===== src/rtl/cpu_types_pkg.sv =====
// Shared CPU datapath types: word and register-index widths plus the MEM-stage FSM states.
package cpu_types_pkg;
    typedef logic [31:0] word_t;
    typedef logic [4:0]  regbits_t;
    typedef enum logic [1:0] {IDLE = 2'd0, REQ = 2'd1, DONE = 2'd2} state_t;
endpackage


===== src/rtl/mem_stage.sv =====
// Memory-access stage: data-cache request/dhit handshake, load buffering and
// the producer side of the MEM/WB latch.
module mem_stage
    import cpu_types_pkg::*;
(
    input  logic        CLK,
    input  logic        RST,
    input  logic        advance,
    input  logic        em_valid,
    input  word_t       em_ALUout,
    input  word_t       em_storedata,
    input  word_t       em_instr,
    input  word_t       em_npc,
    input  logic [15:0] em_imm,
    input  regbits_t    em_rd,
    input  regbits_t    em_rt,
    input  logic [1:0]  em_regDest,
    input  logic        em_dREN,
    input  logic        em_dWEN,
    input  logic        em_JAL,
    input  logic        em_LUI,
    input  logic        em_halt,
    input  logic        em_memToReg,
    input  logic        em_regWrite,
    input  logic        em_imemREN,
    output logic        dmemREN,
    output logic        dmemWEN,
    output word_t       dmemaddr,
    output word_t       dmemstore,
    input  logic        dhit,
    input  word_t       dmemload,
    output logic        mem_busy,
    output logic        halted,
    output word_t       ALUout_in,
    output word_t       instr_in,
    output word_t       npc_in,
    output word_t       dmemload_in,
    output logic [15:0] imm_in,
    output regbits_t    rd_in,
    output regbits_t    rt_in,
    output logic [1:0]  regDest_in,
    output logic        imemREN_in,
    output logic        JAL_in,
    output logic        LUI_in,
    output logic        halt_in,
    output logic        memToReg_in,
    output logic        regWrite_in,
    output logic        dhit_in
);

    state_t state, next_state;
    word_t  load_buf;

    always_ff @(posedge CLK) begin
        if (RST) begin
            state    <= IDLE;
            load_buf <= '0;
            halted   <= 1'b0;
        end else begin
            state <= next_state;
            if (state == REQ && dhit)
                load_buf <= dmemload;
            if (advance && em_valid && em_halt)
                halted <= 1'b1;
        end
    end

    always_comb begin
        next_state  = state;
        dmemREN     = 1'b0;
        dmemWEN     = 1'b0;
        dmemaddr    = '0;
        dmemstore   = '0;
        mem_busy    = 1'b0;
        dhit_in     = 1'b0;
        dmemload_in = '0;
        case (state)
            IDLE: begin
                if (em_valid && (em_dREN || em_dWEN) && !halted)
                    next_state = REQ;
            end
            REQ: begin
                // A write-flagged op never also reads; the read strobe is dropped.
                dmemREN   = em_dREN & ~em_dWEN;
                dmemWEN   = em_dWEN;
                dmemaddr  = {em_ALUout[31:2], 2'b00};
                dmemstore = em_storedata;
                mem_busy  = 1'b1;
                if (dhit)
                    next_state = DONE;
            end
            DONE: begin
                dhit_in     = 1'b1;
                dmemload_in = load_buf;
                if (advance)
                    next_state = IDLE;
            end
            default: next_state = IDLE;
        endcase
    end

    // Datapath fields always mirror EX/MEM; control flags are squashed for bubbles.
    assign ALUout_in   = em_ALUout;
    assign instr_in    = em_instr;
    assign npc_in      = em_npc;
    assign imm_in      = em_imm;
    assign rd_in       = em_rd;
    assign rt_in       = em_rt;
    assign regDest_in  = em_regDest;
    assign imemREN_in  = em_imemREN  & em_valid;
    assign JAL_in      = em_JAL      & em_valid;
    assign LUI_in      = em_LUI      & em_valid;
    assign halt_in     = em_halt     & em_valid;
    assign memToReg_in = em_memToReg & em_valid;
    assign regWrite_in = em_regWrite & em_valid;

endmodule


===== config.mk =====
export PLATFORM = sky130hd
export DESIGN_NAME = mem_stage
export DESIGN_NICKNAME = d
export VERILOG_FILES = /design/src/rtl/cpu_types_pkg.sv /design/src/rtl/mem_stage.sv
export SDC_FILE = /design/constraint.sdc
export NUM_CORES = 1
export LEC_CHECK = 0
export CAP_MARGIN = 30
export CELL_PAD_IN_SITES_DETAIL_PLACEMENT = 0
export CELL_PAD_IN_SITES_GLOBAL_PLACEMENT = 2
export CORE_MARGIN = 2
export CORE_UTILIZATION = 12
export DETAILED_ROUTE_END_ITERATION = 10
export PLACE_DENSITY_LB_ADDON = 0.25
export SETUP_SLACK_MARGIN = 0.05
export SLEW_MARGIN = 20
export SYNTH_ARGS = -nofsm -noshare
export SYNTH_HDL_FRONTEND = slang
export SYNTH_SLANG_ARGS = --single-unit

===== constraint.sdc =====
create_clock -name CLK -period 3.2 [get_ports CLK]
set_input_delay 0.64 -clock CLK [delete_from_list [all_inputs] [get_ports CLK]]
set_output_delay 0.64 -clock CLK [all_outputs]
set_load 0.01 [all_outputs]

# ---- After elaboration in Yosys (flattened, before gate mapping)
# Cells that the tools add are included.
dict set report word_totals {
  word_cells 36
  output_inout_bits 231
  register_bits 35
  input_bits 201
}
dict set report classes {
  bitwise_logic 8
  n_mux 11
  reduce_logical 9
  n_eq_ne 5
}
# op count
set op_table {}
lappend op_table {{2-to-1 mux 32 bit} 3}
lappend op_table {{bitwise AND 1 bit} 7}
lappend op_table {{2-to-1 mux 2 bit} 3}
lappend op_table {{inequality test 2 bit (second input constant)} 3}
lappend op_table {{one-hot mux 2 bit (3 select lines)} 1}
lappend op_table {{logical AND 1 bit} 5}
lappend op_table {{2-to-1 mux 1 bit} 4}
lappend op_table {{AND reduction 3 bit} 1}
lappend op_table {{equality test 2 x 1 -> 1 bit (second input constant)} 1}
lappend op_table {{equality test 2 bit (second input constant)} 1}
lappend op_table {{logical NOT 2 bit} 1}
lappend op_table {{logical NOT 1 bit} 1}
lappend op_table {{logical OR 1 bit} 1}
lappend op_table {{NOT 1 bit} 1}

# ---- Logic depth before layout (Yosys ltp)
dict set report depth {
  depth_word 5
  mapped_depth 4
  mapped_depth_nobuf 2
}

# ---- Worst setup path after synthesis
# Ideal clock, no wire load.
dict set report synth_path {
  path_type {register -> output}
  from {register state[0]}
  to {output port dmemaddr[10]}
  setup_slack_ps 1549
  t_arrival_ps 1011
  path_stages_with_launch 5
  n_path_buf 2
  cell_sequence {dfxtp_1 nor2b_1 buf_2 buf_2 and2_1}
}
dict set report synth_between {
  elab_chain_len 2
}
# element line
set synth_lines {}
lappend synth_lines {{start, declared} mem_stage.sv:51} ;# state_t state, next_state;
lappend synth_lines {{start signal, assigned} mem_stage.sv:60} ;# state <= next_state;
lappend synth_lines {{equality test 2 x 1 -> 1 bit} mem_stage.sv:77} ;# case (state)
lappend synth_lines {{2-to-1 mux 32 bit} mem_stage.sv:77}
lappend synth_lines {{end, declared} mem_stage.sv:28} ;# output word_t dmemaddr,
# No other way between the ends.

# ---- Worst setup path after layout
dict set report layout_path {
  from {register state[0]}
  to {output port dmemstore[12]}
}
dict set report layout_between {
  elab_chain_len 2
}
# element line
set layout_lines {}
lappend layout_lines {{equality test 2 x 1 -> 1 bit} mem_stage.sv:77}
lappend layout_lines {{2-to-1 mux 32 bit} mem_stage.sv:77}
lappend layout_lines {{end, declared} mem_stage.sv:29} ;# output word_t dmemstore,
# No other way between the ends.

==> run summary <==
Setup-failing EPs final -> 0
Initial antenna violation count -> 2
Critical Path Start Type -> flop
Pre-CTS setup slack -> 625.4 ps
CTS resizes -> 0
Vias in the first global route -> 2838
Cts hold-fix bufs -> 0
Clk pwr share -> 35.3%
Critical Path AT -> 2040 ps
Pin count of the biggest net entering global routing -> 69
Register area -> 700.7 sq um
Initial DRC Count -> 82
Die area -> 28110 sq um
Mean cell area of the mapped netlist -> 8.200 sq um
H-tree depth -> 2
I/O pin count -> 432
Sw Share -> 26.32%
Commonest non-fill, non-tap cell in the layout -> clkdlybuf4s50_1
Internal -> 1.045 mW
P&R area growth vs syn -> 60.80%
Router iterations before antenna repair -> 4
Slew @ Worst Pin -> 877.8 ps
Routability cong. -> 0.7879
Crit path kind -> flop to output pin
Drt wl/cell -> 16.43 um
Slowest library cell on the worst path -> clkdlybuf4s50_1
Skew final -> 6.070 ps
Core area -> 26210 sq um
Worst rel slew slack -> 41.48%
Total grt overflow -> 0
Fill count -> 2905
Port bufs -> 241
YS warnings -> 0
CP endpoint kind -> output pin
Flop pwr share -> 32.6%
Layout cell share with drive strength beyond 1 -> 3.414%
Crit path max fanout -> 39
Clk buf depth -> 2
Die width -> 167.7 um
Worst path cell trace -> nor2b_4, buf_4, and2_1, clkdlybuf4s50_1
Rows -> 59
HP Class -> flop to flop
Routed Antenna Nets -> 0
Post-synthesis cell count -> 392
Via density per instance -> 3.323
Cell Count, Final, Fillers Out -> 833
Final Max Tran Viols -> 0
WP data required -> 2560 ps
Sequential fraction of the synthesis area -> 21.80%
Levels on crit path -> 4
Initial Utilization -> 12.27%
Seq cells post-synth -> 35
WHS -> 466.7 ps
FMAX -> 373.1 MHz
Post-Syn Area -> 3214 sq um
Cell family with most CP delay -> buffers and inverters
Worst setup margin -> 519.4 ps
RSZ-0062 raised after global routing -> false
Area of the multi-input gates -> 1468 sq um
Die Ht -> 167.7 um
Setup total negative slack -> 0 ps
Worst-path clk slew -> 50 ps
Post-CTS Setup Bufs -> 0
Logic pwr share -> 32.1%
First-pass GRT wire length -> 19160 um
Fin crit share -> 83.77%
Pwr Density -> 274.5 nW/um^2
Worst vdd ir -> 0.1745 mV
Post-layout util -> 19.72%
Max-Cap Viols -> 0
Commonest non-fill, non-tap cells in the layout -> clkdlybuf4s50_1, and2_1, nand2b_1
Layout Nets -> 699
TritonCTS clock tree -> done
Final wirelength -> 13690 um
Hold depth -> 2
Worst-Skew Late Latency -> 290 ps
Minimum clock period -> 2681 ps
P_sw -> 0.3734 mW
Clk sinks -> 35
Antenna diode count -> 0
Netlist cell types -> 18
# DRC -> 0
Status -> finished, final reports clean
R2R cell count -> 3
Overall via count from detail_route -> 2768
CTS root buffer -> clkbuf_16
Max stage delay on crit path -> 660 ps
Final hold violations -> 0
Dpl hpwl -> 11590 um
Leak Pwr -> 1.814 nW
Placed cells -> 826
Num CTS Buffers -> 5
All-Layer GR Usage -> 9.223%
Buffers & Inverters on Critical Path -> 2
final timing paths:
path / slack [ps] / from / to
max: 520 / state[0]$_SDFFE_PP0P_ / dmemstore[12]
min: 470 / load_buf[0]$_SDFFE_PP0P_ / load_buf[0]$_SDFFE_PP0P_
max reg2reg: 1700 / state[0]$_SDFFE_PP0P_ / load_buf[6]$_SDFFE_PP0P_
min reg2reg: 470 / load_buf[0]$_SDFFE_PP0P_ / load_buf[0]$_SDFFE_PP0P_
through the flow:
stage / area [sq um] / power [mW]
after CTS: 5169 / 1.457
final: 5169 / 1.419
after global routing: 5169 / 1.502
after detailed placement: 5025 / 0.9355
after global placement: 5025 / 0.9353
after floorplan: 3218 / 0.7749
layer usage:
metal	up-vias	GRT usage (%)	part of all wire [%]
li1	1288	-	-
met1	1234	10.58	39
met2	228	14.97	46
met3	16	5.412	14
met4	2	1.701	0.94
met5	-	0	0.095
final cells by class:
class                   instances  area share, %
well taps                     335          8.109
repair buffers                245          47.16
flip-flops and latches         35          13.56
multi-input cells             211          28.40
clock inverters                 1        0.09683
clock buffers                   6          2.687
power groups by stage:
| stage | sequential, mW | combinational (mW) | clock (mW) |
|---|---|---|---|
| after detailed placement | 0.472 | 0.463 | 0 |
| after floorplan | 0.470 | 0.305 | 0 |
| after CTS | 0.463 | 0.465 | 0.529 |
| after global routing | 0.465 | 0.489 | 0.548 |
| final | 0.463 | 0.455 | 0.501 |
| after global placement | 0.472 | 0.463 | 0 |
kinds of logic after synthesis:
group                  after synthesis  synth area share [%]
other                                1                0.1167
DFF                                 35                 21.80
muxes                               32                 9.965
and+or+nand+nor                    174                 34.10
AOI/OAI and AO/OA                    3                 1.012
buffers and inverters              147                 33.01
synthesized netlist by cell type:
master	n	share of area [%]
nor3b_1	1	0.23
buf_4	127	30
buf_6	3	1.1
buf_2	8	1.2
mux2i_1	32	10
and2_1	101	20
nor2b_1	2	0.39
o21ba_2	1	0.31
and3b_1	2	0.55
nor2_1	2	0.23
or4b_1	1	0.31
conb_1	1	0.12
clkbuf_1	9	1.1
o41ai_2	1	0.51
a31oi_1	1	0.19
or3b_1	1	0.27
nand2b_1	64	12
dfxtp_1	35	22
worst min-delay path: cells and delay by family (launching register included):
family,cells,cell delay [ps]
flip-flops,1,310
AND/OR/NAND/NOR,1,60
multiplexers,1,50
sequential cells by signal, summed over array words and instances (netlist names):
register,count
halted,1
load_buf,32
state,2
No activity file was read; power rests on OpenSTA's default activity.
